--- config.mk ---
export PLATFORM = sky130hd
export DESIGN_NAME = imem_loader
export DESIGN_NICKNAME = d
export VERILOG_FILES = /design/src/rtl/imem_loader_pkg.sv /design/src/rtl/imem_word_packer.sv /design/src/rtl/imem_loader.sv
export SDC_FILE = /design/constraint.sdc
export NUM_CORES = 1
export LEC_CHECK = 0
export ABC_CLOCK_PERIOD_IN_PS = 4900
export BUFFER_PORTS_ARGS = -buffer_cell sky130_fd_sc_hd__buf_2
export CORE_MARGIN = 3
export CORE_UTILIZATION = 60
export DETAILED_ROUTE_END_ITERATION = 10
export PLACE_DENSITY = 0.87
export SYNTH_ARGS = -nofsm -noshare
export SYNTH_HDL_FRONTEND = slang
export SYNTH_SLANG_ARGS = --single-unit
--- constraint.sdc ---
create_clock -name clk -period 4.9 [get_ports clk]
set_input_delay 0.245 -clock clk [delete_from_list [all_inputs] [get_ports clk]]
set_output_delay 0.245 -clock clk [all_outputs]
set_load 0.01 [all_outputs]
--- src/rtl/imem_loader_pkg.sv ---
// Shared types and constants for the instruction-memory loader.
// Frame: 16-bit little-endian word count, then 4 bytes per word, LSB first.
package imem_loader_pkg;

  typedef enum logic [2:0] {
    IDLE,
    LEN0,
    LEN1,
    DATA,
    WRITE,
    HOLD,
    DONE,
    ERR
  } state_t;

  localparam int LEN_BYTES  = 2;
  localparam int WORD_BYTES = 4;

  // A frame may fill the whole memory but never exceed it.
  function automatic logic len_oversize(input logic [15:0] len, input int addr_w);
    return {16'd0, len} > (32'd1 << addr_w);
  endfunction

endpackage

--- src/rtl/imem_word_packer.sv ---
// Collects host bytes into little-endian 32-bit words; word_valid marks the
// cycle in which the final byte of a word is being transferred.
module imem_word_packer
  import imem_loader_pkg::*;
(
  input  logic        clk,
  input  logic        rst,
  input  logic        clear,
  input  logic        shift_en,
  input  logic [7:0]  byte_data,
  output logic [31:0] word,
  output logic        word_valid
);

  logic [1:0]  byte_idx;
  logic [23:0] low_bytes;

  always_ff @(posedge clk) begin
    if (rst || clear) begin
      byte_idx  <= '0;
      low_bytes <= '0;
    end else if (shift_en) begin
      byte_idx  <= byte_idx + 2'd1;
      low_bytes <= {byte_data, low_bytes[23:8]};
    end
  end

  // The top lane is taken straight from the bus so the word is ready on the 4th transfer.
  assign word       = {byte_data, low_bytes};
  assign word_valid = shift_en && (byte_idx == 2'(WORD_BYTES - 1));

endmodule

--- src/rtl/imem_loader.sv ---
// Loads a length-prefixed byte stream into IMEM and holds the core in reset
// until the image is complete.
//
//   state | meaning
//   IDLE  | waiting for start, core held in reset
//   LEN0  | expecting low length byte
//   LEN1  | expecting high length byte, length checked here
//   DATA  | collecting bytes of the current word
//   WRITE | one-cycle IMEM write of the assembled word
//   HOLD  | keeping core_rst high for RST_HOLD cycles
//   DONE  | image loaded, core released
//   ERR   | length too large, waits for a new start
module imem_loader
  import imem_loader_pkg::*;
#(
  parameter int ADDR_W   = 10,
  parameter int RST_HOLD = 4
) (
  input  logic              clk,
  input  logic              rst,
  input  logic              start,
  input  logic              byte_valid,
  input  logic [7:0]        byte_data,
  output logic              byte_ready,
  output logic              write_en,
  output logic [ADDR_W-1:0] write_addr,
  output logic [31:0]       write_data,
  output logic              core_rst,
  output logic              busy,
  output logic              done,
  output logic              error
);

  state_t      state, state_nxt;
  logic [7:0]  len_lo;
  logic [15:0] len;
  logic [15:0] len_in;
  logic [15:0] word_cnt;
  logic [15:0] hold_cnt;
  logic        xfer;
  logic        pack_clear;
  logic        pack_shift;
  logic [31:0] pack_word;
  logic        pack_valid;

  assign xfer       = byte_valid & byte_ready;
  assign len_in     = {byte_data, len_lo};
  assign pack_shift = xfer && (state == DATA);

  imem_word_packer u_packer (
    .clk        (clk),
    .rst        (rst),
    .clear      (pack_clear),
    .shift_en   (pack_shift),
    .byte_data  (byte_data),
    .word       (pack_word),
    .word_valid (pack_valid)
  );

  always_ff @(posedge clk) begin
    if (rst) state <= IDLE;
    else     state <= state_nxt;
  end

  always_comb begin
    state_nxt  = state;
    byte_ready = 1'b0;
    busy       = 1'b0;
    pack_clear = 1'b0;
    case (state)
      IDLE: begin
        if (start) begin
          state_nxt  = LEN0;
          pack_clear = 1'b1;
        end
      end
      LEN0: begin
        byte_ready = 1'b1;
        busy       = 1'b1;
        if (xfer) state_nxt = LEN1;
      end
      LEN1: begin
        byte_ready = 1'b1;
        busy       = 1'b1;
        if (xfer) begin
          if (len_oversize(len_in, ADDR_W)) state_nxt = ERR;
          else if (len_in == 16'd0)         state_nxt = HOLD;
          else                              state_nxt = DATA;
        end
      end
      DATA: begin
        byte_ready = 1'b1;
        busy       = 1'b1;
        if (pack_valid) state_nxt = WRITE;
      end
      WRITE: begin
        busy = 1'b1;
        if (word_cnt + 16'd1 == len) state_nxt = HOLD;
        else                         state_nxt = DATA;
      end
      HOLD: begin
        busy = 1'b1;
        if (hold_cnt == 16'd0) state_nxt = DONE;
      end
      DONE, ERR: begin
        if (start) begin
          state_nxt  = LEN0;
          pack_clear = 1'b1;
        end
      end
      default: state_nxt = IDLE;
    endcase
  end

  always_ff @(posedge clk) begin
    if (rst) begin
      len_lo     <= '0;
      len        <= '0;
      word_cnt   <= '0;
      hold_cnt   <= '0;
      write_en   <= 1'b0;
      write_addr <= '0;
      write_data <= '0;
    end else begin
      write_en <= 1'b0;
      if (pack_clear) word_cnt <= '0;
      if (xfer && state == LEN0) len_lo <= byte_data;
      if (xfer && state == LEN1) len    <= len_in;
      // Registering the write here gives the one-cycle latency after the 4th byte.
      if (pack_valid) begin
        write_en   <= 1'b1;
        write_addr <= word_cnt[ADDR_W-1:0];
        write_data <= pack_word;
      end
      if (state == WRITE) word_cnt <= word_cnt + 16'd1;
      if (state != HOLD && state_nxt == HOLD)  hold_cnt <= 16'(RST_HOLD - 1);
      else if (state == HOLD && hold_cnt != 0) hold_cnt <= hold_cnt - 16'd1;
    end
  end

  assign core_rst = (state != DONE);
  assign done     = (state == DONE);
  assign error    = (state == ERR);

endmodule

Yosys cells after proc, flatten, opt, wreduce, memory -nomap -nowiden
Cells that the tools add are included.
{"block": "word_totals", "wordCells": 63, "input_bits": 12, "regBits": 128, "output_inout_bits": 48}
{"block": "op_classes", "n_addsub": 3, "reduce_logical": 17, "n_eq_ne": 12, "n_bitwise": 1, "order_cmp": 1, "mux": 18}
{"operator": "$logic_not 16->1", "n": 2}
{"operator": "$mux 16", "n": 2}
{"operator": "$mux 3", "n": 8}
{"operator": "$pmux 3 s6", "n": 1}
{"operator": "$add 16x1->16 const B", "n": 1}
{"operator": "$eq 16x16->1", "n": 1}
{"operator": "$gt 16x11->1 const B", "n": 1}
{"operator": "$reduce_bool 16->1", "n": 1}
{"operator": "$sub 16x1->16 const B", "n": 1}
{"operator": "$eq 3x3->1 const B", "n": 5}
{"operator": "$eq 3x2->1 const B", "n": 2}
{"operator": "$logic_and 1x1->1", "n": 6}
{"operator": "$ne 3x3->1 const B", "n": 2}
{"operator": "$reduce_or 3->1", "n": 2}
{"operator": "$mux 1", "n": 5}
{"operator": "$reduce_or 5->1", "n": 1}
{"operator": "$mux 2", "n": 2}
{"operator": "$reduce_bool 2->1", "n": 2}
{"operator": "$eq 3x1->1 const B", "n": 1}
{"operator": "$logic_not 3->1", "n": 1}
{"operator": "$add 2x1->2 const B", "n": 1}
{"operator": "$eq 2x2->1 const B", "n": 1}
{"operator": "$reduce_or 2->1", "n": 1}
{"operator": "$and 1x1->1", "n": 1}
{"operator": "$logic_or 1x1->1", "n": 1}

Longest topological paths before layout
{"block": "logic_depth", "ltp_word": 11, "mapped_depth": 9, "depth_no_buf": 8}

Modules after synthesis
Synthesis repeated with hierarchy kept, for this count alone.
{"block": "unflattened", "cells_unflattened": 671, "area_unflattened_um2": 5909.4}
{"mod": "imem_loader", "cells_per_inst": 576, "area_per_inst_um2": 4869.7, "seq_area_each_um2": 2042.0, "instances": 1}
{"mod": "imem_word_packer", "cells_per_inst": 95, "area_per_inst_um2": 1039.7, "seq_area_each_um2": 520.5, "instances": 1}

Least setup slack after synthesis
No wires, ideal clock.
{"block": "synth_path", "kind": "register to register", "start": "reg word_cnt[1]", "end": "reg hold_cnt[10]", "t_arrival_ns": 2.445, "required_ns": 4.766, "period_less_slack_ns": 2.579, "setup_ns": 0.134, "path_slack_ns": 2.321, "stages_incl_launch_ff": 10, "path_cell_list": "dfxtp_1 -> ha_1 -> clkbuf_1 -> nand4_1 -> nor3_1 -> a21oi_1 -> or4_4 -> nor4_4 -> buf_4 -> nor4_1"}
{"block": "synth_via", "elab_chain_cells": 7}
{"item": "from (decl)", "line_no": "imem_loader.sv:38", "source": "logic [15:0] word_cnt;"}
{"item": "from (signal assigned)", "line_no": "imem_loader.sv:135", "source": "if (state == WRITE) word_cnt <= word_cnt + 16'd1;"}
{"item": "$add 16x1->16", "line_no": "imem_loader.sv:98", "source": "if (word_cnt + 16'd1 == len) state_nxt = HOLD;"}
{"item": "$eq 16x16->1", "line_no": "imem_loader.sv:98"}
{"item": "$mux 3", "line_no": "imem_loader.sv:98"}
{"item": "$pmux 3 s6", "line_no": "imem_loader.sv:70", "source": "case (state)"}
{"item": "$eq 3x3->1", "line_no": "imem_loader.sv:136", "source": "if (state != HOLD && state_nxt == HOLD) hold_cnt <= 16'(RST_HOLD - 1);"}
{"item": "$logic_and 1x1->1", "line_no": "imem_loader.sv:136"}
{"item": "$reduce_or 2->1 (no line)"}
{"item": "to (signal assigned)", "line_no": "imem_loader.sv:136"}
{"item": "to (signal assigned)", "line_no": "imem_loader.sv:137", "source": "else if (state == HOLD && hold_cnt != 0) hold_cnt <= hold_cnt - 16'd1;"}
{"item": "to (decl)", "line_no": "imem_loader.sv:39", "source": "logic [15:0] hold_cnt;"}
No other way between the ends.
A chain may end at the register's enable or synchronous reset.

Worst setup path in the final report
{"block": "layout_path", "start": "reg word_cnt[0]", "end": "reg hold_cnt[0]"}
{"block": "layout_via", "elab_chain_cells": 7, "word_cells_on_any_way": 8, "classes_between": "1 x add/sub; 2 x eq/ne; 3 x mux; 2 x reduce/logical"}
{"item": "$add 16x1->16 *", "line_no": "imem_loader.sv:98"}
{"item": "$eq 16x16->1 *", "line_no": "imem_loader.sv:98"}
{"item": "$mux 3 *", "line_no": "imem_loader.sv:98"}
{"item": "$pmux 3 s6 *", "line_no": "imem_loader.sv:70"}
{"item": "$eq 3x3->1 *", "line_no": "imem_loader.sv:136"}
{"item": "$logic_and 1x1->1 *", "line_no": "imem_loader.sv:136"}
{"item": "$mux 2 / $reduce_bool 2->1 (equally long branches)"}
Every way passes the cells marked *; elsewhere a longest branch is shown, timed or not.

==> flow_summary.ini <==
[timing]
skew_ns = 0.0105
hold_ws_ns = 0.0121
slew-limit-headroom = 0.182
unrepaired_setup_endpoints_after_global_routing = no
timing.final.crit_period_ns = 3.29
timing.final.setup_violations = 0
achievable-frequency_mhz = 304
worst-slew-pin-transition_ns = 1.23
timing.final.max_slew_violations = 0
setup_slack_ns = 1.61
finalCritPeriodShare = 0.671
final-hold-violation-count = 0
tns_ns = 0

[placed_design]
post_detailed_placement_half_perimeter_wirelength_mm = 9.54
detailedPlace.worstSlack_ns = 1.78
io_buffer_count = 59
dpl.cell_count = 878
placedInstanceArea_um2 = 6040
gp_routability_congestion = 0.906

[logic_synthesis]
seq_area_frac_synth = 0.441
syn_avg_cell_area_um2 = 7.89
syn_inst = 737
post_synth_num_cell_types = 55
number_of_synthesized_register_bits = 128
synth_fp_nets = 753
synth-edff-count = 0
yosys_most_used_dff = dfxtp_1
synth.cell_area_um2 = 5820
async_reset_ff_frac = 0
yosys_warnings = 0

[power_and_ir_drop]
totalPowerFinal_mw = 2.51
share_comb_of_total_power = 0.069
leakagePower_nw = 2.44
power.switching_uw = 648
p_per_area_nw_per_um2 = 378
swShare = 0.258
power_frac_seq = 0.428
internal_power_mw = 1.86
ir_drop_v = 0.000311
pwr-share-clk = 0.503

[floorplan]
fp.dieArea_um2 = 10900
die_x_um = 104
initial_core_util = 0.623
dieHeight_um = 104
core.rowCount = 35
io_pins = 60
core-area_um2 = 9330

[worst_hold_path]
hold_path_depth = 3
timing.hold.worst.class = input pin to flip-flop

[setup_path]
cells_along_the_critical_path = ha_1, nand4_1, nor3_1, a21oi_1, or4_4, nor4_4, o221a_2
timing.critical_path.from_type = flip-flop
timing_worst_setup_path_type = flip-flop to flip-flop
path_max_fanout = 16
critical_path_required_ns = 5.36
largest_stage_delay_on_the_critical_path_ns = 0.65
critical_path_slowest_stage_cell = nor4_4
r2r.worst_path.cells = 7
cp.arrival_ns = 3.75
worst_setup_path_end_kind = flip-flop

[global_routing]
vias_in_the_first_global_route = 5380
use_met2 = 0.483
global_route.usage.met3 = 0.0677
grt_use_total = 0.281
antenna_violations_before_repair = 0
globalRoute.totalOverflow = 0
grt_most_used_layer = met2
grt_pass1_wl_mm = 25.3
grt_max_degree = 102
gr-usage-met1 = 0.329

[clock_network]
tritoncts = built
cts_buffer_depth = 2
post_cts_resized = 0
clkTransAtPathRegs_ns = 0.07
cts.repair_timing.setup_buffer_count = 0
root_buffer = clkbuf_8
clock_insertion_delay_worst_skew_ns = 0.53
clock_sink_count = 128
numCtsBuffers = 17
cts-htree-levels = 4
cts-hold-fix-buffers = 1

[flow_run]
max_cap_viol_count = 0

[drt]
antenna_left = 0
detailroute.via_count = 5460
drc = 0
initialDrtViolationCount = 587
drt-vias-per-instance = 5.99
wirelength_mm = 15.1
routed_wire_length_per_instance_um = 16.6
drt_first_pass_iters = 5

[outcome]
run_status = finished, final reports clean

[layout]
fillCellCount = 644
mostFrequentLayoutCell = nand2_1
layout.cells.most_common_list = nand2_1, dfxtp_1, a21oi_1
layout.cells.non_filler = 911
area_growth_pct = 14.3
design_area_um2 = 6650
drive_gt1_frac = 0.151
final_util = 0.712
nets = 785
antennaDiodeCount = 0
[registers in the layout, indices dropped and copies added (netlist names)]
register and flops:
len 16, len_lo 8, word_cnt 16, write_data 32
u_packer.byte_idx 2, write_en 1, state 3, u_packer.low_bytes 24
write_addr 10, hold_cnt 16
[power groups by stage]
stage	clock, mW	sequential (mW)	combinational (mW)
after floorplan	0	1.09	0.129
after global placement	0	1.10	0.158
after detailed placement	0	1.10	0.165
after CTS	1.27	1.07	0.170
after global routing	1.32	1.08	0.190
final	1.26	1.08	0.173
[final cells by class]
class	count	area [um2]	area share
clock buffer	18	428	0.0644
clock inverter	14	166	0.0250
inverter	11	41.3	0.00621
multi-input combinational	547	2950	0.444
sequential	128	2560	0.386
tap	129	161	0.0243
timing repair buffer	64	335	0.0505
[routing by layer]
metal  wire (um)  up-vias
met5           0        -
met4         495        0
met3        1190       55
met2        7450      269
met1        5960     2539
li1            -     2597
[kinds of logic after synthesis]
logic type | count (synthesis) | synth area share
XOR/XNOR | 36 | 0.0542
flip-flops | 128 | 0.441
multiplexers | 4 | 0.00731
buffers and inverters | 62 | 0.0525
adder cells (fa/ha/maj) | 4 | 0.00861
AND/OR/NAND/NOR | 346 | 0.287
AO/OA/AOI/OAI | 157 | 0.149
[worst paths after layout]
kind	startpoint	end	slack, ns
setup / recovery	word_cnt[0]	hold_cnt[0]	1.61
hold / removal	byte_data[3]	write_data[27]	0.01
setup reg to reg	word_cnt[0]	hold_cnt[0]	1.61
hold reg to reg	u_packer.low_bytes[7]	write_data[7]	0.45
[synthesized netlist by cell type, drive strengths merged (2+ instances only)]
cell / number / area share
a21oi: 115 / 0.099
nand3: 11 / 0.012
mux2: 2 / 0.0039
clkbuf: 44 / 0.037
and4: 3 / 0.0045
a211o: 2 / 0.0030
xor2: 9 / 0.014
nor3: 16 / 0.014
or3: 6 / 0.0065
mux2i: 2 / 0.0034
and2: 4 / 0.0043
nor2b: 2 / 0.0022
a21o: 3 / 0.0041
or4: 6 / 0.0090
dfxtp: 128 / 0.44
o221a: 2 / 0.0039
inv: 11 / 0.0071
buf: 7 / 0.0084
nor4: 28 / 0.039
a211oi: 5 / 0.0065
xnor2: 27 / 0.041
nand2: 203 / 0.13
nor2: 38 / 0.025
nand2b: 5 / 0.0054
ha: 4 / 0.0086
nand3b: 4 / 0.0052
a31oi: 5 / 0.0054
nand4: 9 / 0.015
o31a: 2 / 0.0030
or2: 3 / 0.0032
and3: 4 / 0.0045
o21ai: 15 / 0.013
[worst max-delay path: cells and delay by family, from the launching register on]
kind	cells	cell delay, ns
adder cells (fa/ha/maj)	1	0.40
AND/OR/NAND/NOR	4	1.85
flip-flops	1	0.55
AO/OA/AOI/OAI	2	0.43
Note: power is estimated with default switching activity, not from simulation.
